`src/rtl/toy_bpu_ghr_ckpt_if.sv`:
```
// Port bundle for the GHR checkpoint queue: allocation, commit and restore
// requests towards the queue, plus the repaired GHR and occupancy back out.
interface toy_bpu_ghr_ckpt_if #(
  parameter int GHR_W = 64,
  parameter int DEPTH = 8,
  parameter int ID_W  = $clog2(DEPTH)
);
  logic             flush_all;
  logic             alloc_vld;
  logic [GHR_W-1:0] alloc_ghr;
  logic             alloc_rdy;
  logic [ID_W-1:0]  alloc_id;
  logic             cmt_vld;
  logic             rsto_vld;
  logic [ID_W-1:0]  rsto_id;
  logic             rsto_taken;
  logic             ghr_rsto_vld;
  logic [GHR_W-1:0] ghr_rsto_val;
  logic [ID_W:0]    ckpt_cnt;

  modport master (
    output flush_all, alloc_vld, alloc_ghr, cmt_vld, rsto_vld, rsto_id, rsto_taken,
    input  alloc_rdy, alloc_id, ghr_rsto_vld, ghr_rsto_val, ckpt_cnt
  );

  modport slave (
    input  flush_all, alloc_vld, alloc_ghr, cmt_vld, rsto_vld, rsto_id, rsto_taken,
    output alloc_rdy, alloc_id, ghr_rsto_vld, ghr_rsto_val, ckpt_cnt
  );
endinterface

```
`src/rtl/toy_bpu_ghr_ckpt.sv`:
```
// Circular queue of global-history snapshots taken at each predicted branch;
// a mispredict rewinds the queue to that branch and emits the repaired GHR.
module toy_bpu_ghr_ckpt #(
  parameter int GHR_W = 64,
  parameter int DEPTH = 8,
  parameter int ID_W  = $clog2(DEPTH)
) (
  input  logic               clk,
  input  logic               rst,
  toy_bpu_ghr_ckpt_if.slave  bus
);
  localparam int PTR_W = ID_W + 1;

  logic [PTR_W-1:0] head_r;
  logic [PTR_W-1:0] tail_r;
  logic [PTR_W-1:0] head_nxt_s;
  logic [PTR_W-1:0] tail_nxt_s;
  logic [GHR_W-1:0] ckpt_r [DEPTH];

  logic [ID_W-1:0]  head_idx_s;
  logic [ID_W-1:0]  tail_idx_s;
  logic [ID_W-1:0]  rsto_dist_s;
  logic [GHR_W-1:0] rsto_snap_s;
  logic             empty_s;
  logic             full_s;
  logic             alloc_fire_s;
  logic             cmt_fire_s;
  logic             rsto_fire_s;

  logic             rsto_vld_r;
  logic [GHR_W-1:0] rsto_val_r;

  assign head_idx_s = head_r[ID_W-1:0];
  assign tail_idx_s = tail_r[ID_W-1:0];
  assign empty_s    = (head_r == tail_r);
  assign full_s     = (head_idx_s == tail_idx_s) && (head_r[ID_W] != tail_r[ID_W]);

  // flush_all dominates everything; restore then blocks allocation
  assign rsto_fire_s  = bus.rsto_vld & ~bus.flush_all;
  assign cmt_fire_s   = bus.cmt_vld & ~empty_s & ~bus.flush_all;
  assign alloc_fire_s = bus.alloc_vld & ~full_s & ~bus.rsto_vld & ~bus.flush_all;

  // Distance from the oldest live entry wraps naturally in ID_W bits
  assign rsto_dist_s = bus.rsto_id - head_idx_s;
  assign rsto_snap_s = ckpt_r[bus.rsto_id];

  // Next-state pointers; the restore tail is based on the pre-commit head
  always_comb begin
    head_nxt_s = head_r;
    tail_nxt_s = tail_r;
    if (bus.flush_all) begin
      tail_nxt_s = head_r;
    end else begin
      if (cmt_fire_s) begin
        head_nxt_s = head_r + PTR_W'(1);
      end else begin
        head_nxt_s = head_r;
      end
      if (rsto_fire_s) begin
        tail_nxt_s = head_r + {1'b0, rsto_dist_s} + PTR_W'(1);
      end else if (alloc_fire_s) begin
        tail_nxt_s = tail_r + PTR_W'(1);
      end else begin
        tail_nxt_s = tail_r;
      end
    end
  end

  // Pointer registers
  always_ff @(posedge clk or posedge rst) begin
    if (rst) begin
      head_r <= '0;
      tail_r <= '0;
    end else begin
      head_r <= head_nxt_s;
      tail_r <= tail_nxt_s;
    end
  end

  // Snapshot storage, deliberately without reset
  always_ff @(posedge clk) begin
    if (alloc_fire_s) begin
      ckpt_r[tail_idx_s] <= bus.alloc_ghr;
    end
  end

  // Repaired GHR: the snapshot shifted by the branch's resolved direction
  always_ff @(posedge clk or posedge rst) begin
    if (rst) begin
      rsto_vld_r <= 1'b0;
      rsto_val_r <= '0;
    end else begin
      rsto_vld_r <= rsto_fire_s;
      if (rsto_fire_s) begin
        rsto_val_r <= {rsto_snap_s[GHR_W-2:0], bus.rsto_taken};
      end
    end
  end

  assign bus.alloc_rdy    = ~full_s;
  assign bus.alloc_id     = tail_idx_s;
  assign bus.ckpt_cnt     = tail_r - head_r;
  assign bus.ghr_rsto_vld = rsto_vld_r;
  assign bus.ghr_rsto_val = rsto_val_r;
endmodule

```
`src/flat_wrapper.sv`:
```
// flat-port wrapper written by rule: the top's interface ports become plain ports
module toy_bpu_ghr_ckpt_flat 
#(
  parameter int GHR_W = 64,
  parameter int DEPTH = 8,
  parameter int ID_W  = $clog2(DEPTH)
)
  (clk, rst, bus_flush_all, bus_alloc_vld, bus_alloc_ghr, bus_cmt_vld, bus_rsto_vld, bus_rsto_id, bus_rsto_taken, bus_alloc_rdy, bus_alloc_id, bus_ghr_rsto_vld, bus_ghr_rsto_val, bus_ckpt_cnt);
  toy_bpu_ghr_ckpt_if #(.GHR_W(GHR_W), .DEPTH(DEPTH), .ID_W(ID_W)) bus_i ();
  input  logic clk;
  input  logic rst;
  input wire logic [$bits(bus_i.flush_all)-1:0] bus_flush_all;
  input wire logic [$bits(bus_i.alloc_vld)-1:0] bus_alloc_vld;
  input wire logic [$bits(bus_i.alloc_ghr)-1:0] bus_alloc_ghr;
  input wire logic [$bits(bus_i.cmt_vld)-1:0] bus_cmt_vld;
  input wire logic [$bits(bus_i.rsto_vld)-1:0] bus_rsto_vld;
  input wire logic [$bits(bus_i.rsto_id)-1:0] bus_rsto_id;
  input wire logic [$bits(bus_i.rsto_taken)-1:0] bus_rsto_taken;
  output wire logic [$bits(bus_i.alloc_rdy)-1:0] bus_alloc_rdy;
  output wire logic [$bits(bus_i.alloc_id)-1:0] bus_alloc_id;
  output wire logic [$bits(bus_i.ghr_rsto_vld)-1:0] bus_ghr_rsto_vld;
  output wire logic [$bits(bus_i.ghr_rsto_val)-1:0] bus_ghr_rsto_val;
  output wire logic [$bits(bus_i.ckpt_cnt)-1:0] bus_ckpt_cnt;
  assign bus_i.flush_all = bus_flush_all;
  assign bus_i.alloc_vld = bus_alloc_vld;
  assign bus_i.alloc_ghr = bus_alloc_ghr;
  assign bus_i.cmt_vld = bus_cmt_vld;
  assign bus_i.rsto_vld = bus_rsto_vld;
  assign bus_i.rsto_id = bus_rsto_id;
  assign bus_i.rsto_taken = bus_rsto_taken;
  assign bus_alloc_rdy = bus_i.alloc_rdy;
  assign bus_alloc_id = bus_i.alloc_id;
  assign bus_ghr_rsto_vld = bus_i.ghr_rsto_vld;
  assign bus_ghr_rsto_val = bus_i.ghr_rsto_val;
  assign bus_ckpt_cnt = bus_i.ckpt_cnt;
  toy_bpu_ghr_ckpt #(.GHR_W(GHR_W), .DEPTH(DEPTH), .ID_W(ID_W)) u_core (.clk(clk), .rst(rst), .bus(bus_i));
endmodule
```
`config.mk`:
```
export PLATFORM = sky130hd
export DESIGN_NAME = toy_bpu_ghr_ckpt_flat
export DESIGN_NICKNAME = d
export VERILOG_FILES = /design/src/rtl/toy_bpu_ghr_ckpt_if.sv /design/src/rtl/toy_bpu_ghr_ckpt.sv /design/src/flat_wrapper.sv
export SDC_FILE = /design/constraint.sdc
export NUM_CORES = 1
export LEC_CHECK = 0
export ABC_AREA = 1
export ABC_CLOCK_PERIOD_IN_PS = 7100
export CAP_MARGIN = 10
export CORE_MARGIN = 5
export CORE_UTILIZATION = 53
export DETAILED_ROUTE_END_ITERATION = 10
export GPL_ROUTABILITY_DRIVEN = 0
export GPL_TIMING_DRIVEN = 1
export PLACE_DENSITY = 0.74
export SKIP_CTS_REPAIR_TIMING = 1
export SYNTH_ARGS = -nofsm -noshare
export SYNTH_HDL_FRONTEND = slang
export SYNTH_SLANG_ARGS = --single-unit
```
`constraint.sdc`:
```
create_clock -name clk -period 7.1 [get_ports clk]
set_input_delay 1.42 -clock clk [delete_from_list [all_inputs] [get_ports clk]]
set_output_delay 1.42 -clock clk [all_outputs]
set_load 0.03 [all_outputs]
```
==> out/metrics.csv <==
metric;value;unit
fin_nets;2074;
antenna_found_initial;6;
initial_core_util;53.6;%
grt_use_total;21.4;%
critPathTopFamily;buffers and inverters;
die_w;219;um
postSynthAreaPerCell;12.3;sq um
rows;76;
place_hpwl;26000;um
hold_path_class;reg2reg;
drv_cap;0;
dieArea;47900;sq um
grt_max_degree;190;
cp_max_fo;6;
fmax;240;MHz
yosysTopAreaCell;edfxtp_1;
p_leak;9.52;nW
clock_skew;11.4;ps
drt_pass1_iterations;6;
drc;0;
syn-num-nets;1962;
ir_worst_vdd;0.213;mV
insertion_delay;600;ps
clock_sinks;577;
syn2layout_area_growth;14.9;%
vias;14500;
worst_slew_pin_slew;1170;ps
yosysMostFrequentCell;edfxtp_1;
synth_seq_cells;577;
p_switching;0.00204;W
internal_power;0.00589;W
synth_ff_type;edfxtp_1;
numCtsBuffers;56;
overflow;0;
endpoint_kind;output port;
max_stage_delay;680;ps
slew_headroom;21.7;%
crit_slowest_cell;clkdlybuf4s50_1;
arrival;2750;ps
setup_viol;0;
sequentialPowerShare;50.3;%
netlist-cell-type-count;30;
hold_viol;0;
portBuffers;145;
clock-root-buffer;clkbuf_16;
grt_pass1_vias;14500;
drv_slew;0;
cts_buffer_depth;3;
antenna_left;0;
swShare;25.8;%
crit_type;reg2out;
clkTransAtPathRegs;60;ps
path_cells;inv_1 > ha_1 > nand2_1 > nor2_1 > a211oi_1 > xor2_1 > clkdlybuf4s50_1;
synthTopCellsByArea;edfxtp_1 (65%), dfrtp_1 (7.9%), nor2_1 (5.9%);
required;5680;ps
clock_power_share;35.1;%
wl_per_cell;19.7;um
synthesis.area;23100;sq um
vias_per_cell;5.51;
timing.final.crit_share;58.7;%
drtIter0Drc;1296;
fin_cells;2623;
comb_power_share;14.7;%
grt_pass1_wl;79400;um
die_h;219;um
synthArstFlopShare;12.7;%
htree_levels;2;
yosys.area.top_type_share;65.4;%
fin_setup_tns;0;ps
start_kind;flip-flop;
cts_tree;built;
dp.cells;2515;
synthTopCellsByCount;edfxtp_1 (504), nor2_1 (365), nand2_1 (221);
wirelength;51700;um
rsz0062_at_grt;false;
synth-edff-count;504;
synth-seq-area-share;73.3;%
coreArea;43200;sq um
status;completed;
min_period;4170;ps
synth_warnings;0;
io_pins;147;
p_per_area;298;nW/um^2
synthCells;1876;
power.total;0.00793;W
layout-drive-gt1-share;6.98;%
critPathBufInv;2;
-- sequential cells by signal, summed over array words and instances, names as in the netlist --
name                     flops
u_core.head_r                4
u_core.ckpt_r              504
u_core.tail_r                4
u_core.bus.ghr_rsto_val     64
u_core.bus.ghr_rsto_vld      1
-- final cells by class --
| class | count | area [sq um] |
|---|---|---|
| Inverter | 85 | 333 |
| Sequential cell | 577 | 17000 |
| Antenna cell | 3 | 7.51 |
| Clock buffer | 82 | 1590 |
| Tap cell | 585 | 732 |
| Fill cell | 3265 | 16600 |
| Multi-Input combinational cell | 1102 | 5200 |
| Timing Repair Buffer | 166 | 1620 |
| Clock inverter | 23 | 139 |
-- routing by layer --
metal	track usage [%]	wire, um
met3	4.43	4070
met1	29.3	21600
met5	0	30
met2	34.6	24600
met4	7.12	1300
-- logic make-up (layout without fill, tap and decap cells) --
kind of cell	after synthesis	count (layout)	synth area share, %
fa+ha+maj	12	12	0.746
xor+xnor	9	9	0.341
compound gates	265	265	6.45
buf+inv	197	356	4.54
flops	577	577	73.3
other cells	0	3	0
simple gates	816	816	14.6
-- power groups by stage --
| stage | clock network, W | registers [W] | logic (W) |
|---|---|---|---|
| after floorplan | 0 | 0.00414 | 0.000633 |
| after global placement | 0 | 0.00405 | 0.00114 |
| after detailed placement | 0 | 0.00405 | 0.00117 |
| after CTS | 0.00282 | 0.00398 | 0.00117 |
| after global routing | 0.00297 | 0.00400 | 0.00127 |
| final | 0.00278 | 0.00399 | 0.00116 |
-- final timing paths --
kind	startpoint	endpoint	slack [ps]	depth (start not counted)
max in group asynchronous	rst	u_core.bus.ghr_rsto_val[14]$_DFFE_PP0P_	4680	3
worst max-delay path	u_core.head_r[1]$_DFFE_PP0P_	bus_ckpt_cnt[3]	2930	7
worst max register to register	u_core.tail_r[0]$_DFFE_PP0P_	u_core.ckpt_r[1][32]$_DFFE_PP_	3670	10
worst min-delay path	u_core.bus.ghr_rsto_val[47]$_DFFE_PP0P_	u_core.bus.ghr_rsto_val[47]$_DFFE_PP0P_	480	2
worst min register to register	u_core.bus.ghr_rsto_val[47]$_DFFE_PP0P_	u_core.bus.ghr_rsto_val[47]$_DFFE_PP0P_	480	2
min in group asynchronous	rst	u_core.bus.ghr_rsto_val[40]$_DFFE_PP0P_	1170	2
-- layout by cell type, fill, tap and decap left out, types with 2 or more instances in the layout --
cell             count
a21oi_1              4
buf_2                2
buf_4               20
clkbuf_1            18
clkbuf_16           57
clkbuf_8             7
clkdlybuf4s50_1    142
clkinv_1            10
clkinv_2            10
dfrtp_1             73
diode_2              3
edfxtp_1           504
fa_1                 3
ha_1                 9
inv_1               79
inv_2                3
inv_6                3
nand2_1            220
nand3_1            201
nor2_1             358
nor2_2              26
nor2_4               7
o211ai_1            64
o21ai_0            144
o21ai_1             51
xnor2_1              5
xor2_1               4
-- worst register-to-register path, cell delays in order (launching register included) --
cell     delay, ps
dfrtp_1        500
inv_1          140
ha_1           330
nand3_1        100
inv_1           40
nand2_1        140
nand3_1        160
inv_1          110
nand2_1        180
nor2_4         880
buf_4          510
-- stage by stage --
stage                     cell area (sq um)  setup slack (ps)  utilization [%]  hold WS [ps]
after floorplan                       23100              1240                -           520
after global placement                24800              2510             57.5           462
after detailed placement              24800              2450             57.5           465
after CTS                             26600              2890             61.5           484
after global routing                  26600              2780             61.6           504
final                                 26600              2930             61.6           478
Power figures use the tool's default switching activity.
==> RTL edit (same flow settings) <==
Reset style: synchronous (`rst`), changed in 2 clocked blocks.
--- a/src/rtl/toy_bpu_ghr_ckpt.sv
+++ b/src/rtl/toy_bpu_ghr_ckpt.sv
@@ -67,7 +67,7 @@
   end
 
   // Pointer registers
-  always_ff @(posedge clk or posedge rst) begin
+  always_ff @(posedge clk) begin
     if (rst) begin
       head_r <= '0;
       tail_r <= '0;
@@ -85,7 +85,7 @@
   end
 
   // Repaired GHR: the snapshot shifted by the branch's resolved direction
-  always_ff @(posedge clk or posedge rst) begin
+  always_ff @(posedge clk) begin
     if (rst) begin
       rsto_vld_r <= 1'b0;
       rsto_val_r <= '0;
Function: changed (Yosys sat finds a counterexample within 4 cycles, from zero or initial values and one cycle with rst high; the reset may be asserted at any time).
==> RTL edit against the original RTL <==
- die area decreased by 1.4%
- maximum frequency increased by 2.0%
- first-iteration DRC count increased by 2.4%
- count of clock-buffer cells in the layout shrank 14
- worst setup slack gained 82 ps
- sequential share of layout area decreased by 1.2 points
- synthesized area shrank 1.5%
- final area down 0.24%
- global-route usage is 0.77 points lower
- wire length shrank 4.1%
- critical path depth grew 7
- sequential cell count is the same
- highest routed layer unchanged
Power is not compared: it rests on default switching activity, and its combinational part moved more than twofold at a synthesized area within 25%.
==> RTL edit: results (changes against the original RTL) <==
| Metric | Value |
|---|---|
| Fraction of layout cells with a size suffix above 1 | `6.21% (was 6.98%)` |
| Hold wc startpoint | `u_core.bus.ghr_rsto_val[0]$_SDFFE_PP0P_ (was u_core.bus.ghr_rsto_val[47]$_DFFE_PP0P_)` |
| Slew headroom | `20.6% (was 21.7%)` |
| Initial antenna violation count | `7 (was 6)` |
| Largest stage delay, worst path | `790 ps (was 680 ps)` |
| Synth Area in Adders | `0.758% (was 0.746%)` |
| Tmin final | `4090 ps (was 4170 ps)` |
| HPWL after DPL | `25200 um (was 26000 um)` |
| Drt first pass iters | `5 (was 6)` |
| WHS Endpoint | `u_core.bus.ghr_rsto_val[0]$_SDFFE_PP0P_ (was u_core.bus.ghr_rsto_val[47]$_DFFE_PP0P_)` |
| Netlist cell types | `26 (was 30)` |
| Post-synthesis xor/xnor area fraction | `0.307% (was 0.341%)` |
| Global-route wire length before repair | `77000 um (was 79400 um)` |
| Commonest cells in the netlist | `504 x edfxtp_1, 295 x nor2_1, 208 x nand2_1, 207 x o21ai_0, 136 x nand3_1 (was 504 x edfxtp_1, 365 x nor2_1, 221 x nand2_1, 201 x nand3_1, 144 x o21ai_0)` |
| Pin count of the biggest net entering global routing | `142 (was 190)` |
| Fill cells | `3212 (was 3265)` |
| Number of global-route vias before repair | `14.1k (was 14.5k)` |
| Maximum fanout along the worst path | `141 (was 6)` |
| Worst setup path endpoint | `u_core.tail_r[3]$_SDFFE_PP0P_ (was bus_ckpt_cnt[3])` |
| Met3 Use GR | `3.56% (was 4.43%)` |
| Synth Area per Inst | `12.0 um2 (was 12.3 um2)` |
| Worst reg2reg setup slack | `3440 ps (was 3670 ps)` |
| Status | `finished, final reports clean (unchanged)` |
| Crit path DAT | `4550 ps (was 2750 ps)` |
| Fin cells | `2596 (was 2623)` |
| Reg-to-reg startpoint | `u_core.head_r[2]$_SDFFE_PP0P_ (was u_core.tail_r[0]$_DFFE_PP0P_)` |
| Total track usage | `20.6% (was 21.4%)` |
| Post-synthesis sequential area ratio | `72.8% (was 73.3%)` |
| Routed met3 length | `3180 um (was 4070 um)` |
| Routed vias/inst | `5.57 (was 5.51)` |
| Cts bufs inserted | `55 (was 56)` |
| Final core occ | `62.0% (was 61.6%)` |
| DRT met1 WL | `21200 um (was 21600 um)` |
| Post-place setup slack | `2520 ps (was 2450 ps)` |
| M1 GR Usage | `28.6% (was 29.3%)` |
## RTL edit: power groups by stage
stage	Combinational (mW)	Clock [mW]	Sequential (mW)
6_report	0.555	3.01	3.77
5_1_grt	0.612	3.21	3.78
4_1_cts	0.558	3.06	3.77
3_5_place_dp	0.555	0	3.84
3_3_place_gp	0.539	0	3.84
2_1_floorplan	0.286	0	3.89
## RTL edit: logic make-up after synthesis
group           after synthesis
compound gates              393
xor+xnor                      8
fa+ha+maj                    12
buf+inv                     257
flops                       577
simple gates                649
## RTL edit: worst max-delay path, delay by kind of cell
family          cells  cell delay (ps)
buf+inv             3             1110
fa+ha+maj           3              930
xor+xnor            2              370
compound gates      2              250
simple gates        4              320
## RTL edit: cell type report
| class | instances | area share, % |
|---|---|---|
| clock inverter | 35 | 1.44 |
| antenna | 4 | 0.0378 |
| multi-input combinational | 1062 | 19.5 |
| inverter | 137 | 1.98 |
| timing repair buffer | 167 | 6.11 |
| sequential | 577 | 62.6 |
| clock buffer | 68 | 5.72 |
| tap | 546 | 2.58 |
